[src/rtl/iomem_pkg.sv]
// iomem_pkg: shared types and constants for the PicoSoC iomem router.
//   state_e          - router FSM states
//   PAGE_W           - width of the page field m_addr[31:24]
//   SLOT_LSB/SLOT_W  - position and width of the slot field m_addr[19:16]
//   ERR_DATA_DEFAULT - read word returned on decode error or timeout
package iomem_pkg;

    typedef enum logic [1:0] {
        IDLE = 2'd0,
        WAIT = 2'd1,
        RESP = 2'd2
    } state_e;

    localparam int PAGE_W   = 8;
    localparam int SLOT_LSB = 16;
    localparam int SLOT_W   = 4;

    localparam logic [31:0] ERR_DATA_DEFAULT = 32'hDEAD_BEEF;

endpackage

[src/rtl/iomem_wdt.sv]
// iomem_wdt: bus watchdog counter for the iomem router.
//   clk      - system clock
//   resetn   - asynchronous active-low reset
//   clr_i    - synchronous clear of the count (dominates en_i)
//   en_i     - count one cycle while high
//   expire_o - high while the count equals TIMEOUT-1
module iomem_wdt #(
    parameter int TIMEOUT = 16
) (
    input  logic clk,
    input  logic resetn,
    input  logic clr_i,
    input  logic en_i,
    output logic expire_o
);

    logic [7:0] count_q;

    always_ff @(posedge clk or negedge resetn) begin
        if (!resetn) begin
            count_q <= 8'd0;
        end else if (clr_i) begin
            count_q <= 8'd0;
        end else if (en_i && !expire_o) begin
            // Stops at the terminal value; the router leaves WAIT on expiry.
            count_q <= count_q + 8'd1;
        end
    end

    assign expire_o = (count_q == 8'(TIMEOUT - 1));

endmodule

[src/rtl/iomem_router.sv]
// iomem_router: decodes the PicoSoC iomem page into NSLAVES peripheral slots,
// runs the valid/ready handshake to the selected slot, returns read data and
// terminates hung or undecoded accesses with ERR_DATA plus an error pulse.
//   clk, resetn        - clock, asynchronous active-low reset
//   m_valid/m_ready    - master request / one-cycle completion pulse
//   m_wstrb/m_addr/m_wdata/m_rdata - master access and returned read word
//   s_valid/s_ready    - one-hot slot request / per-slot completion
//   s_wstrb/s_addr/s_wdata - latched access, broadcast to every slot
//   s_rdata            - flattened slot read data, slot i at [32*i+31:32*i]
//   err_count          - saturating count of decode errors plus timeouts
//   err_irq            - one-cycle pulse per error
module iomem_router
    import iomem_pkg::*;
#(
    parameter int          NSLAVES  = 4,
    parameter logic [7:0]  PAGE     = 8'h03,
    parameter int          TIMEOUT  = 16,
    parameter logic [31:0] ERR_DATA = ERR_DATA_DEFAULT
) (
    input  logic                    clk,
    input  logic                    resetn,
    input  logic                    m_valid,
    output logic                    m_ready,
    input  logic [3:0]              m_wstrb,
    input  logic [31:0]             m_addr,
    input  logic [31:0]             m_wdata,
    output logic [31:0]             m_rdata,
    output logic [NSLAVES-1:0]      s_valid,
    input  logic [NSLAVES-1:0]      s_ready,
    output logic [3:0]              s_wstrb,
    output logic [15:0]             s_addr,
    output logic [31:0]             s_wdata,
    input  logic [32*NSLAVES-1:0]   s_rdata,
    output logic [7:0]              err_count,
    output logic                    err_irq
);

    localparam logic [SLOT_W:0] NSLOTS_L = (SLOT_W + 1)'(NSLAVES);

    state_e               state_q;
    logic                 m_ready_q;
    logic [31:0]          m_rdata_q;
    logic [NSLAVES-1:0]   s_valid_q;
    logic [3:0]           s_wstrb_q;
    logic [15:0]          s_addr_q;
    logic [31:0]          s_wdata_q;
    logic [SLOT_W-1:0]    slot_q;
    logic [7:0]           err_count_q;
    logic [7:0]           err_count_d;
    logic                 err_irq_q;

    logic [SLOT_W-1:0]    req_slot;
    logic                 req_slot_ok;
    logic                 accept;
    logic [NSLAVES-1:0]   req_onehot;
    logic [31:0]          rdata_arr [NSLAVES];
    logic                 sel_ready;
    logic [31:0]          sel_rdata;
    logic                 expire;

    // Address bits between the page and slot fields are don't-care.
    logic                 unused_addr;
    assign unused_addr = ^m_addr[23:20];

    assign req_slot    = m_addr[SLOT_LSB +: SLOT_W];
    assign req_slot_ok = ({1'b0, req_slot} < NSLOTS_L);
    assign accept      = m_valid && !m_ready_q &&
                         (m_addr[31 -: PAGE_W] == PAGE);

    genvar gi;
    generate
        for (gi = 0; gi < NSLAVES; gi++) begin : g_slot
            assign req_onehot[gi] = (req_slot == SLOT_W'(gi));
            assign rdata_arr[gi]  = s_rdata[32*gi +: 32];
        end
    endgenerate

    // Only the latched slot's ready/data are looked at; others are ignored.
    always_comb begin
        sel_ready = 1'b0;
        sel_rdata = 32'd0;
        for (int i = 0; i < NSLAVES; i++) begin
            if (slot_q == SLOT_W'(i)) begin
                sel_ready = s_ready[i];
                sel_rdata = rdata_arr[i];
            end
        end
    end

    assign err_count_d = (err_count_q == 8'hFF) ? 8'hFF : err_count_q + 8'd1;

    // Timer is held at zero outside WAIT so each access starts from 0.
    iomem_wdt #(
        .TIMEOUT (TIMEOUT)
    ) u_wdt (
        .clk      (clk),
        .resetn   (resetn),
        .clr_i    (state_q != WAIT),
        .en_i     (state_q == WAIT),
        .expire_o (expire)
    );

    always_ff @(posedge clk or negedge resetn) begin
        if (!resetn) begin
            state_q     <= IDLE;
            m_ready_q   <= 1'b0;
            m_rdata_q   <= 32'd0;
            s_valid_q   <= '0;
            s_wstrb_q   <= 4'd0;
            s_addr_q    <= 16'd0;
            s_wdata_q   <= 32'd0;
            slot_q      <= '0;
            err_count_q <= 8'd0;
            err_irq_q   <= 1'b0;
        end else begin
            m_ready_q <= 1'b0;
            err_irq_q <= 1'b0;
            case (state_q)
                IDLE: begin
                    if (accept) begin
                        s_wstrb_q <= m_wstrb;
                        s_addr_q  <= m_addr[15:0];
                        s_wdata_q <= m_wdata;
                        slot_q    <= req_slot;
                        if (req_slot_ok) begin
                            s_valid_q <= req_onehot;
                            state_q   <= WAIT;
                        end else begin
                            m_rdata_q   <= ERR_DATA;
                            m_ready_q   <= 1'b1;
                            err_irq_q   <= 1'b1;
                            err_count_q <= err_count_d;
                            state_q     <= RESP;
                        end
                    end
                end
                WAIT: begin
                    // Ready beats a simultaneous timeout; an aborted request
                    // is dropped silently.
                    if (sel_ready) begin
                        s_valid_q <= '0;
                        m_rdata_q <= sel_rdata;
                        m_ready_q <= 1'b1;
                        state_q   <= RESP;
                    end else if (!m_valid) begin
                        s_valid_q <= '0;
                        state_q   <= IDLE;
                    end else if (expire) begin
                        s_valid_q   <= '0;
                        m_rdata_q   <= ERR_DATA;
                        m_ready_q   <= 1'b1;
                        err_irq_q   <= 1'b1;
                        err_count_q <= err_count_d;
                        state_q     <= RESP;
                    end
                end
                RESP: begin
                    state_q <= IDLE;
                end
                default: begin
                    s_valid_q <= '0;
                    state_q   <= IDLE;
                end
            endcase
        end
    end

    assign m_ready   = m_ready_q;
    assign m_rdata   = m_rdata_q;
    assign s_valid   = s_valid_q;
    assign s_wstrb   = s_wstrb_q;
    assign s_addr    = s_addr_q;
    assign s_wdata   = s_wdata_q;
    assign err_count = err_count_q;
    assign err_irq   = err_irq_q;

endmodule

[config.mk]
export PLATFORM = sky130hd
export DESIGN_NAME = iomem_router
export DESIGN_NICKNAME = d
export VERILOG_FILES = /design/src/rtl/iomem_pkg.sv /design/src/rtl/iomem_wdt.sv /design/src/rtl/iomem_router.sv
export SDC_FILE = /design/constraint.sdc
export NUM_CORES = 1
export LEC_CHECK = 0
export ABC_AREA = 1
export ABC_CLOCK_PERIOD_IN_PS = 3800
export CORE_MARGIN = 2
export CORE_UTILIZATION = 45
export CTS_BUF_LIST = sky130_fd_sc_hd__clkbuf_4
export DETAILED_ROUTE_END_ITERATION = 8
export GPL_TIMING_DRIVEN = 0
export PLACE_DENSITY = 0.95
export REMOVE_ABC_BUFFERS = 1
export SLEW_MARGIN = 10
export SYNTH_ARGS = -nofsm -noshare
export SYNTH_HDL_FRONTEND = slang
export SYNTH_HIERARCHICAL = 1
export SYNTH_SLANG_ARGS = --single-unit
[constraint.sdc]
create_clock -name clk -period 3.8 [get_ports clk]
set_input_delay 0.76 -clock clk [delete_from_list [all_inputs] [get_ports clk]]
set_output_delay 0.76 -clock clk [all_outputs]
set_load 0.03 [all_outputs]
After elaboration in Yosys (flattened, before gate mapping)
Cells that the tools add are included.

cells by class
  reductions and logical operators = 15
  $lt $le $gt $ge = 1
  div/mod/pow operators = 0
  equality and inequality tests = 21
  multiply operators = 0
  bitwise logic cells = 1
  shifts and indexed selects = 0
  muxes and demuxes = 43
  add/sub/neg operators = 2

operators by type and width
  kind                                                                   count
  32-bit 2-to-1 mux                                                      9
  8-bit 2-to-1 mux                                                       8
  32-bit one-hot mux with 2 select lines                                 1
  4-bit 2-to-1 mux                                                       5
  8-bit by 1-bit adder with 8-bit output (second input constant)         2
  4-bit by 2-bit == test with 1-bit output (second input constant)       4
  8-bit one-hot mux with 2 select lines                                  1
  2-bit inequality test (second input constant)                          6
  4-bit one-hot mux with 3 select lines                                  1
  1-bit 2-to-1 mux                                                       10
  2-bit 2-to-1 mux                                                       5
  4-bit by 1-bit == test with 1-bit output (second input constant)       2
  8-bit by 2-bit == test with 1-bit output (second input constant)       1
  8-bit by 4-bit == test with 1-bit output (second input constant)       1
  8-bit == test (second input constant)                                  1
  4-bit zero test                                                        2
  3-bit inequality test (second input constant)                          2
  6-bit AND reduction                                                    1
  5-bit AND reduction                                                    1
  4-bit by 3-bit < comparator with 1-bit output (second input constant)  1
  4-bit inequality test (second input constant)                          1
  1-bit one-hot mux with 2 select lines                                  2
  2-bit one-hot mux with 2 select lines                                  1
  2-bit AND reduction                                                    2
  other kinds (9)                                                        13

word-level totals
  input port bits = 203
  memories kept = 0
  ROM bits = 0
  latch bits = 0
  output and inout port bits = 98
  bits in writable memories = 0
  bits in registers = 112

Longest topological paths before layout
Gate-level depths: netlist (run 1).

  word-level depth = 7
  depth in mapped cells = 12
  mapped depth without buffers = 10

Cells and area by module
Netlist (run 1), hierarchy kept.

by module, submodules not included
  module        times used  seq. area each (um^2)  area each (um^2)  cells each
  iomem_router  1           2602.5                 5552.8            769
  iomem_wdt     1           200.2                  508.0             67

Worst setup path before layout (run 1)
Ideal clock, no wire load.

  path kind = input to register
  start = input port m_addr[28]
  end = register m_rdata_q[12] (netlist: m_rdata[12])
  setup slack = 1.962 ns
  data arrival time = 1.772 ns
  stages on the path = 10
  cells stage by stage = inv_1 > nand2_1 > nor2_1 > nand3_1 > nand2_1 > nand3_2 > nand2_2 > buf_2 > nand2_1 > nand2_1

between the ends
  longest elaborated chain between the ends = 4

RTL lines
  what                                      line                 text
  start: declaration                        iomem_router.sv:25   input logic [31:0] m_addr,
  8-bit by 2-bit == test with 1-bit output  iomem_router.sv:68   (m_addr[31 -: PAGE_W] == PAGE);
  1-bit logical AND                         iomem_router.sv:67   assign accept = m_valid && !m_ready_q &&
  2-bit inequality test (no line)           --
  5-bit AND reduction (no line)             --
  end signal: assignment                    iomem_router.sv:142  m_rdata_q <= sel_rdata;
  end: declaration                          iomem_router.sv:42   logic [31:0] m_rdata_q;

Every way passes these cells.
A chain may end at the register's enable or synchronous reset.

Worst setup path in the final report (run 1)
  start = input port m_addr[29]
  end = register m_rdata_q[15] (netlist: m_rdata[15])

Same word-level chain as after synthesis.

==> results of run 1 <==
==> layout make-up <==
cell class	instances	share of cell area (%)
diodes	1	0.0269
repair buffers	303	33.1
clock inverters	7	0.591
multi-input cells	596	29.6
well taps	176	2.37
clock buffers	9	0.726
flip-flops and latches	112	30.1
inverters	88	3.55
==> layer usage <==
layer	share of wire (%)	vias to the layer above	GRT usage, %
met5	0	-	0
li1	-	3204	-
met4	3.6	0	10.8
met2	52	301	48.5
met3	7.8	51	6.65
met1	37	3008	29.8
==> stage by stage <==
step / area, um2 / total power [mW] / worst slack (ns)
floorplan: 5880 / 2.64 / 0.0699
CTS: 9310 / 4.13 / 0.736
global placement: 9060 / 3.51 / -2.36
finish: 9310 / 4.11 / 0.740
global route: 9310 / 4.35 / 0.533
detailed placement: 9190 / 3.57 / 0.239
==> flip-flops by register name, indices dropped and copies added, names as in the netlist, 2 cells and up <==
name,flops
s_wstrb,4
s_wdata,32
s_valid,4
slot_q,4
u_wdt/count_q,8
s_addr,16
state_q,2
err_count,8
m_rdata,32
==> critical path, stage by stage <==
cell and delay, ns:
clkdlybuf4s50_1 0.41, inv_1 0.06, nand2_1 0.05, nor2_1 0.21, nand3_1 0.12, nand2_1 0.21, nand3_2 0.67, nand2_2 0.73
nand2_1 0.12, nand2_1 0.09
==> logic make-up (layout without fill, tap and decap cells) <==
| kind of cell | count (synthesis) | in the layout |
|---|---|---|
| AOI/OAI and AO/OA | 83 | 83 |
| xor gates and xnor gates | 4 | 4 |
| adders and majority gates | 2 | 2 |
| buffers and inverters | 128 | 407 |
| DFF | 112 | 112 |
| other | 0 | 1 |
| and+or+nand+nor | 507 | 507 |
==> synth_stat cells <==
| cell | n |
|---|---|
| nor2_1 | 33 |
| buf_2 | 16 |
| o21bai_1 | 2 |
| buf_1 | 3 |
| xor2_1 | 3 |
| inv_1 | 84 |
| nand2_2 | 5 |
| nand2_4 | 1 |
| nand3_1 | 110 |
| inv_2 | 4 |
| nand2_1 | 313 |
| nor2_2 | 2 |
| xnor2_1 | 1 |
| nor3_1 | 5 |
| nand4_1 | 8 |
| o22ai_1 | 8 |
| o21ai_0 | 68 |
| buf_4 | 4 |
| o31ai_1 | 1 |
| dfrtp_1 | 112 |
| nor2_4 | 5 |
| and2_1 | 1 |
| o21ai_1 | 2 |
| nand3b_1 | 17 |
| o21ai_4 | 1 |
| a21oi_1 | 1 |
| or2_2 | 3 |
| nor2_8 | 1 |
| nand3_2 | 3 |
| clkbuf_1 | 17 |
| ha_1 | 2 |
==> where the power goes <==
group / leakage, nW / internal [mW] / total, mW / switching, mW
registers: 1.49 / 1.44 / 1.59 / 0.157
logic: 2.88 / 0.821 / 1.96 / 1.14
clock network: 0.0633 / 0.142 / 0.553 / 0.411
total: 4.43 / 2.40 / 4.11 / 1.71
==> worst max path at each step <==
stage,from,endpoint,slack [ns],cells after the start
2_1_floorplan,m_addr[26],s_addr[0]$_DFFE_PN0P_,0.07,5
3_3_place_gp,resetn,err_count[4]$_DFFE_PN0P_,-2.36,1
3_5_place_dp,m_addr[29],m_rdata[15]$_DFFE_PN0P_,0.24,10
4_1_cts,m_addr[29],m_rdata[15]$_DFFE_PN0P_,0.74,10
5_1_grt,m_addr[29],m_rdata[18]$_DFFE_PN0P_,0.53,10
6_report,m_addr[29],m_rdata[15]$_DFFE_PN0P_,0.74,10
==> flow_metrics.py, run 1 <==
metrics = {
    "outcome": {
        "status": "complete, no violations",
    },
    "cts": {
        "cts_root_buf": "clkbuf_4",
        "ctsResizeCount": 0,
        "clk_path_buf_depth": 2,
        "cts_hold_buffers": 0,
        "cts.sinks": 112,
        "cts_tree": "yes",
        "cts_buffers": 9,
        "postCtsSetupBuffers": 0,
        "clock_latency_ns": 0.47,
        "cts_htree_levels": 3,
        "clkTransAtPathRegs_ns": 0.18,
    },
    "setup_path": {
        "critPathKind": "in2reg",
        "worstSetupEndpointType": "flop",
        "r2r-start": "u_wdt/count_q[1]$_DFFE_PN0P_",
        "start_kind": "input pin",
        "rr_endpoint": "m_rdata[15]$_DFFE_PN0P_",
        "r2r_slack_ns": 1.00,
        "rr_worst_depth": 9,
        "crit_arrival_ns": 3.47,
        "crit_fanout": 34,
        "cp.required_ns": 4.21,
    },
    "drt": {
        "ant_nets": 0,
        "post_drt_wl_per_cell_um": 15.0,
        "drcViolationCount": 0,
        "vias": 6564,
        "drt_iter0_drc": 483,
        "vias_per_cell": 5.08,
        "drtPass1Iterations": 5,
        "wl_mm": 19.3,
    },
    "global_route": {
        "grt_antenna_before_repair": 1,
        "grt_max_degree": 67,
        "grt_pass1_wl_mm": 30.5,
        "gr-total-overflow": 0,
        "grt_pass1_vias": 6368,
        "grt_usage_pct": 26.7,
    },
    "final_layout": {
        "multi_input_area_mm2": 0.00275,
        "mostFrequentLayoutCells": "nand2_1, clkdlybuf4s50_1, dfrtp_1, nand3_1, inv_1",
        "fin_nets": 1315,
        "final_cells": 1292,
        "nFillCells": 1038,
        "areaGrowthSynthToFinish_pct": 53.6,
        "drive_above_1_share_pct": 4.39,
        "seqCellArea_mm2": 0.00280,
        "final_core_util_pct": 70.6,
        "layout_commonest_cell": "nand2_1",
    },
    "timing": {
        "fmax_ghz": 0.327,
        "fin_skew_ns": 0.0214,
        "maxSlewHeadroom_pct": 19.6,
        "finalSetupTns_ns": 0,
        "drv_slew": 0,
        "max_slew.worst_pin.slew_ns": 1.21,
        "rsz0062_at_grt": "false",
        "setup_viol_count_final": 0,
        "whs_ns": 0.177,
        "hold_violations": 0,
        "fin_crit_sh_pct": 80.5,
        "layout_min_cycle_time_ns": 3.06,
    },
    "placement": {
        "routabilityCongestion": 0.884,
        "portBuffers": 296,
        "dp_cells": 1275,
        "place_hpwl_mm": 14.6,
    },
    "min_path": {
        "min_path_type": "in2async",
    },
    "die": {
        "io-pin-count": 301,
        "die-area_mm2": 0.0144,
        "num_rows": 42,
        "die_w_um": 120,
        "die_h_um": 120,
        "start_util_pct": 45.9,
        "design.core.area_mm2": 0.0132,
    },
    "logic_synthesis": {
        "avgSynthCellArea_um2": 7.25,
        "synth_top_area_cell": "dfrtp_1",
        "synthCells": 836,
        "muxShareOfSynthArea_pct": 0,
        "synth_top_area_share_pct": 46.2,
        "synth-xor-area-share_pct": 0.578,
        "ys_types": 31,
        "synth_warnings": 6,
        "ys_ff_latch": 112,
        "synth-simple-area-share_pct": 36.9,
        "synth_top_family_by_area": "simple AND/OR/NAND/NOR gates",
        "ys_top_cells_by_area": "dfrtp_1, nand2_1, nand3_1, o21ai_0, inv_1",
        "synthAdderAreaFrac_pct": 0.413,
        "syn_area_mm2": 0.00606,
        "seq_area_frac_synth_pct": 46.2,
        "synth_compound_area_share_pct": 7.33,
    },
    "pwr": {
        "power.static_leakage_nw": 4.43,
        "powerDensity_mw_per_mm2": 441,
        "peakVddDrop_v": 0.000400,
    },
    "job": {
        "maxCapViolations": 0,
    },
}
(Power assumes the default switching activity.)
==> inputs of run 2 (changes only) <==
--- a/config.mk
+++ b/config.mk
@@ -6,13 +6,13 @@
 export NUM_CORES = 1
 export LEC_CHECK = 0
 export ABC_AREA = 1
-export ABC_CLOCK_PERIOD_IN_PS = 3800
+export ABC_CLOCK_PERIOD_IN_PS = 2890
 export CORE_MARGIN = 2
-export CORE_UTILIZATION = 45
+export CORE_UTILIZATION = 42
 export CTS_BUF_LIST = sky130_fd_sc_hd__clkbuf_4
 export DETAILED_ROUTE_END_ITERATION = 8
 export GPL_TIMING_DRIVEN = 0
-export PLACE_DENSITY = 0.95
+export PLACE_DENSITY = 0.9
 export REMOVE_ABC_BUFFERS = 1
 export SLEW_MARGIN = 10
 export SYNTH_ARGS = -nofsm -noshare
==> constraint.sdc (replaced) <==
create_clock -name clk -period 2.89 [get_ports clk]
set_input_delay 0.578 -clock clk [delete_from_list [all_inputs] [get_ports clk]]
set_output_delay 0.578 -clock clk [all_outputs]
set_load 0.03 [all_outputs]
==> flow_metrics.py, run 2 (synthesized netlist as in run 1, its figures left out) <==
metrics = {
    "die": {
        "die-area_mm2": 0.0154,
        "io-pin-count": 301,
        "num_rows": 43,
        "die_h_um": 124,
        "start_util_pct": 43.3,
        "design.core.area_mm2": 0.0140,
        "die_w_um": 124,
    },
    "drt": {
        "wl_mm": 19.2,
        "drtPass1Iterations": 6,
        "drt_iter0_drc": 397,
        "vias_per_cell": 5.03,
        "post_drt_wl_per_cell_um": 14.8,
        "drcViolationCount": 0,
        "ant_nets": 0,
        "vias": 6515,
    },
    "timing": {
        "fin_crit_sh_pct": 90.7,
        "fin_skew_ns": 0.0181,
        "drv_slew": 0,
        "max_slew.worst_pin.slew_ns": 1.24,
        "maxSlewHeadroom_pct": 17.0,
        "hold_violations": 0,
        "rsz0062_at_grt": "false",
        "layout_min_cycle_time_ns": 2.62,
        "fmax_ghz": 0.381,
        "setup_viol_count_final": 0,
        "worst_slack_ns": 0.269,
    },
    "global_route": {
        "grt_pass1_vias": 5937,
        "grt_pass1_wl_mm": 28.9,
        "grt_max_degree": 58,
        "grt_antenna_before_repair": 1,
        "grt_usage_pct": 24.2,
        "gr-total-overflow": 0,
    },
    "final_layout": {
        "layout_commonest_cell": "nand2_1",
        "drive_above_1_share_pct": 4.30,
        "nFillCells": 1162,
        "seqCellArea_mm2": 0.00280,
        "areaGrowthSynthToFinish_pct": 54.9,
        "mostFrequentLayoutCells": "nand2_1, clkdlybuf4s50_1, dfrtp_1, nand3_1, inv_1",
        "final_cells": 1296,
        "multi_input_area_mm2": 0.00277,
        "fin_nets": 1315,
    },
    "setup_path": {
        "start_kind": "flop",
        "crit_fanout": 33,
        "crit_path_max_incr_delay_ns": 0.68,
        "worstSetupEndpointType": "flop",
        "cp.required_ns": 3.26,
        "critPathKind": "reg2reg",
        "path_cells": "nor2_4, nand3_1, nand2_2, nor2_4, nor2_4, nand2_1, nand2_1, nand2_1",
        "critical-path-slowest-cell": "nor2_4",
        "crit_arrival_ns": 2.99,
    },
    "cts": {
        "postCtsSetupBuffers": 0,
        "cts_tree": "yes",
        "cts_htree_levels": 3,
        "cts_buffers": 9,
        "clkTransAtPathRegs_ns": 0.18,
        "cts_root_buf": "clkbuf_4",
        "clock_latency_ns": 0.47,
        "cts.sinks": 112,
        "clk_path_buf_depth": 2,
    },
    "outcome": {
        "status": "complete, no violations",
    },
    "placement": {
        "routabilityCongestion": 0.870,
        "place_hpwl_mm": 14.2,
        "dp_cells": 1279,
        "post-place-ws_ns": -0.483,
        "portBuffers": 296,
    },
    "pwr": {
        "powerDensity_mw_per_mm2": 602,
        "power.static_leakage_nw": 4.47,
        "peakVddDrop_v": 0.000540,
    },
    "min_path": {
        "min_path_type": "in2async",
    },
    "job": {
        "maxCapViolations": 0,
    },
}
==> run 2: metal layers <==
layer	vias to the layer above	track usage (%)	part of all wire (%)
met4	0	10.2	3.2
met1	2988	29.6	40
met5	-	0	0
met3	36	6.36	9.0
met2	288	40.4	48
li1	3203	-	-
==> run 2: path summary, 6_finish.rpt <==
path                                        startpoint                      end  slack, ns  depth (start not counted)
worst max register to register   slot_q[0]$_DFFE_PN0P_  m_rdata[27]$_DFFE_PN0P_       0.27                          8
max in group asynchronous                       resetn   s_valid[2]$_DFFE_PN0P_       2.17                          2
worst max-delay path             slot_q[0]$_DFFE_PN0P_  m_rdata[27]$_DFFE_PN0P_       0.27                          8
worst min register to register  s_valid[0]$_DFFE_PN0P_   s_valid[0]$_DFFE_PN0P_       0.50                          2
min in group clk                s_valid[0]$_DFFE_PN0P_   s_valid[0]$_DFFE_PN0P_       0.50                          2
worst min-delay path                            resetn   m_rdata[1]$_DFFE_PN0P_       0.02                          1
==> run 2: where the power goes <==
group	total [mW]	internal [mW]	leakage, nW	switching [mW]
combinational	2.59	1.08	2.88	1.51
clock	0.973	0.440	0.0984	0.532
sequential	2.09	1.89	1.49	0.203
==> run 2: what timing repair did <==
item / 4_1_cts / 5_1_grt
setup endpoints to repair: 0 / 25
hold buffers: 0 / 0
gates resized for setup: 0 / 2
==> run 2: layout make-up <==
cell class	instances	area share (%)
inverters	88	3.52
diodes	1	0.0267
repair buffers	303	32.8
clock buffers	9	0.720
multi-input cells	596	29.5
flip-flops and latches	112	29.9
clock inverters	7	1.24
well taps	180	2.40
==> run 2: worst max-delay path, delay by kind of cell, from the launching register on <==
family / cells / cell delay [ns]
DFF: 1 / 0.49
and+or+nand+nor: 8 / 2.02
==> run 2: through the flow <==
stage | hold WS (ns) | util (%) | power [mW] | setup TNS [ns] | area (um2)
after global placement | 0.460 | 64.8 | 4.62 | -505.74 | 9060
after CTS | 0.0217 | 67.0 | 5.68 | 0 | 9370
after global routing | 0.0400 | 67.1 | 5.98 | 0 | 9390
final | 0.0235 | 67.1 | 5.65 | 0 | 9390
after detailed placement | 0.468 | 65.7 | 4.69 | -11.43 | 9190
after floorplan | 0.282 | - | 3.47 | -36.85 | 5880
==> inputs of run 3 (changes only) <==
--- a/config.mk
+++ b/config.mk
@@ -5,14 +5,13 @@
 export SDC_FILE = /design/constraint.sdc
 export NUM_CORES = 1
 export LEC_CHECK = 0
-export ABC_AREA = 1
-export ABC_CLOCK_PERIOD_IN_PS = 2890
+export ABC_CLOCK_PERIOD_IN_PS = 2970
 export CORE_MARGIN = 2
-export CORE_UTILIZATION = 42
+export CORE_UTILIZATION = 38
 export CTS_BUF_LIST = sky130_fd_sc_hd__clkbuf_4
 export DETAILED_ROUTE_END_ITERATION = 8
 export GPL_TIMING_DRIVEN = 0
-export PLACE_DENSITY = 0.9
+export PLACE_DENSITY = 0.86
 export REMOVE_ABC_BUFFERS = 1
 export SLEW_MARGIN = 10
 export SYNTH_ARGS = -nofsm -noshare
==> constraint.sdc (replaced) <==
create_clock -name clk -period 2.97 [get_ports clk]
set_input_delay 0.594 -clock clk [delete_from_list [all_inputs] [get_ports clk]]
set_output_delay 0.594 -clock clk [all_outputs]
set_load 0.03 [all_outputs]
==> flow_metrics.py, run 3 <==
metrics = {
    "cts": {
        "clkTransAtPathRegs_ns": 0.19,
        "postCtsSetupBuffers": 0,
        "cts_tree": "yes",
        "cts_buffers": 9,
        "cts.sinks": 112,
        "clk_path_buf_depth": 2,
        "ctsResizeCount": 0,
        "cts_hold_buffers": 0,
        "cts_htree_levels": 3,
        "cts_root_buf": "clkbuf_4",
        "clock_latency_ns": 0.47,
    },
    "die": {
        "io-pin-count": 301,
        "start_util_pct": 38.5,
        "die_h_um": 125,
        "die_w_um": 125,
        "num_rows": 44,
        "design.core.area_mm2": 0.0144,
        "die-area_mm2": 0.0156,
    },
    "pwr": {
        "combPwrFrac_pct": 27.4,
        "pwr-share-clk_pct": 22.4,
        "sw_frac_of_total_pct": 30.5,
        "pwr-share-seq_pct": 50.2,
        "peakVddDrop_v": 0.000197,
        "p_switching_mw": 0.996,
        "powerDensity_mw_per_mm2": 369,
        "power.static_leakage_nw": 3.96,
        "internal_power_mw": 2.27,
    },
    "setup_path": {
        "start_kind": "input pin",
        "path_cells": "clkdlybuf4s50_1, nor3b_2, nand3_1, nor3_2, buf_4, buf_4, buf_4, buf_4, buf_4, nand2_1, nand2_1",
        "crit_path_max_incr_delay_ns": 0.50,
        "cp.required_ns": 3.37,
        "critPathKind": "in2reg",
        "crit_top_cell": "buf_4",
        "crit_arrival_ns": 3.11,
        "critical-path-slowest-cell": "clkdlybuf4s50_1",
        "worstSetupEndpointType": "flop",
        "crit_fanout": 15,
    },
    "logic_synthesis": {
        "seq_area_frac_synth_pct": 50.5,
        "avgSynthCellArea_um2": 9.51,
        "ys_ff_latch": 112,
        "synth_top_area_share_pct": 50.5,
        "synth_top_area_cell": "dfrtp_1",
        "synthArstFlopShare_pct": 100,
        "synth_warnings": 6,
        "synth_edf_count": 0,
        "syn_area_mm2": 0.00556,
        "ys.flop_type": "dfrtp_1",
        "ys_top_cells_by_area": "dfrtp_1, nand2_1, mux2i_1, a21oi_2, a221oi_1",
        "yosysMostFrequentCell": "nand2_1",
        "synthCells": 584,
        "ys_types": 56,
        "netlist_top_cells_count": "nand2_1, dfrtp_1, nor2_1",
    },
    "drt": {
        "wl_mm": 17.8,
        "vias": 5468,
        "vias_per_cell": 5.19,
        "drtPass1Iterations": 4,
        "drt_iter0_drc": 206,
        "drcViolationCount": 0,
        "ant_nets": 0,
        "post_drt_wl_per_cell_um": 16.9,
    },
    "timing": {
        "finalSetupTns_ns": 0,
        "fin_crit_sh_pct": 91.4,
        "layout_min_cycle_time_ns": 2.71,
        "rsz0062_at_grt": "false",
        "fmax_ghz": 0.368,
        "fin_skew_ns": 0.0228,
        "max_slew.worst_pin.slew_ns": 0.814,
        "maxSlewHeadroom_pct": 45.5,
        "hold_violations": 0,
        "drv_slew": 0,
        "setup_viol_count_final": 0,
    },
    "final_layout": {
        "layout_commonest_cell": "clkdlybuf4s50_1",
        "areaGrowthSynthToFinish_pct": 59.4,
        "mostFrequentLayoutCells": "clkdlybuf4s50_1, nand2_1, dfrtp_1, nor2_1, nor3_1",
        "drive_above_1_share_pct": 9.79,
        "finalInstanceArea_mm2": 0.00885,
        "fin_nets": 1068,
    },
    "global_route": {
        "grt_usage_pct": 22.8,
        "grt_pass1_vias": 5515,
        "grt_max_degree": 58,
        "gr-total-overflow": 0,
        "grt_antenna_before_repair": 1,
        "grt_pass1_wl_mm": 28.3,
    },
    "outcome": {
        "status": "complete, no violations",
    },
    "job": {
        "maxCapViolations": 0,
    },
    "placement": {
        "place_hpwl_mm": 13.5,
        "routabilityCongestion": 0.791,
        "portBuffers": 296,
        "place_area_mm2": 0.00872,
    },
    "min_path": {
        "min_path_type": "in2async",
    },
}
-- run 3: changes by cell type after synthesis, moves of 23 or more --
cell,delta
mux2i_1,+24
nand2_1,-133
o21ai_0,-53
a221oi_1,+23
nor3_1,+23
nand3_1,-102
a21oi_2,+23
inv_1,-78
-- run 3: layout make-up --
type	count	area [um2]
clock buffer	10	75.1
antenna	1	2.50
clock inverter	6	50.0
inverter	7	26.3
multi-input combinational	428	2570
fill	1244	5570
sequential	112	2800
timing repair buffer	305	3100
tap	184	230
-- run 3: cell families after synthesis --
family,Yosys count,synth area share [%]
simple gates,281,22.4
flops,112,50.5
compound gates,106,15.1
buf+inv,44,4.12
mux,39,7.52
fa+ha+maj,2,0.450
-- run 3: critical path: cells and delay by family --
family / cells / cell delay [ns]
buf+inv: 6 / 1.58
simple gates: 5 / 0.93
-- run 3: stage by stage --
| step | setup slack, ns | std cells | hold WS, ns | utilization [%] | power [mW] |
|---|---|---|---|---|---|
| 6_report | 0.256 | 1053 | 0.0483 | 61.4 | 3.26 |
| 5_1_grt | 0.124 | 1053 | 0.0532 | 61.4 | 3.43 |
| 4_1_cts | 0.111 | 1052 | 0.0179 | 61.3 | 3.31 |
| 3_5_place_dp | -0.412 | 1036 | 0.454 | 60.5 | 2.57 |
| 3_3_place_gp | -4.15 | 1027 | 0.448 | 59.2 | 2.54 |
| 2_1_floorplan | -1.47 | 547 | 0.298 | - | 2.05 |
-- run 3: power groups by stage --
| stage | combinational (mW) | sequential, mW | clock [mW] |
|---|---|---|---|
| finish | 0.896 | 1.64 | 0.730 |
| global route | 0.960 | 1.65 | 0.820 |
| CTS | 0.906 | 1.64 | 0.769 |
| detailed placement | 0.904 | 1.67 | 0 |
| global placement | 0.866 | 1.68 | 0 |
| floorplan | 0.246 | 1.80 | 0 |
-- run 3: final timing paths --
path                                  startpoint                       to  slack (ns)  depth (start not counted)
min reg2reg                s_addr[9]$_DFFE_PN0P_    s_addr[9]$_DFFE_PN0P_        0.48                          2
min                                       resetn   s_wdata[4]$_DFFE_PN0P_        0.05                          1
max in group asynchronous                 resetn  m_rdata[31]$_DFFE_PN0P_        2.21                          2
min in group clk           s_addr[9]$_DFFE_PN0P_    s_addr[9]$_DFFE_PN0P_        0.48                          2
max reg2reg                slot_q[2]$_DFFE_PN0P_  m_rdata[31]$_DFFE_PN0P_        0.37                          5
max                                      m_valid   s_wstrb[2]$_DFFE_PN0P_        0.26                         11
-- run 3: routing by layer --
layer | vias up | GRT usage, % | part of all wire [%]
met5 | - | 0 | 0
met1 | 2567 | 26.9 | 40
li1 | 2601 | - | -
met2 | 262 | 39.1 | 49
met3 | 38 | 6.19 | 7.9
met4 | 0 | 10.1 | 3.4
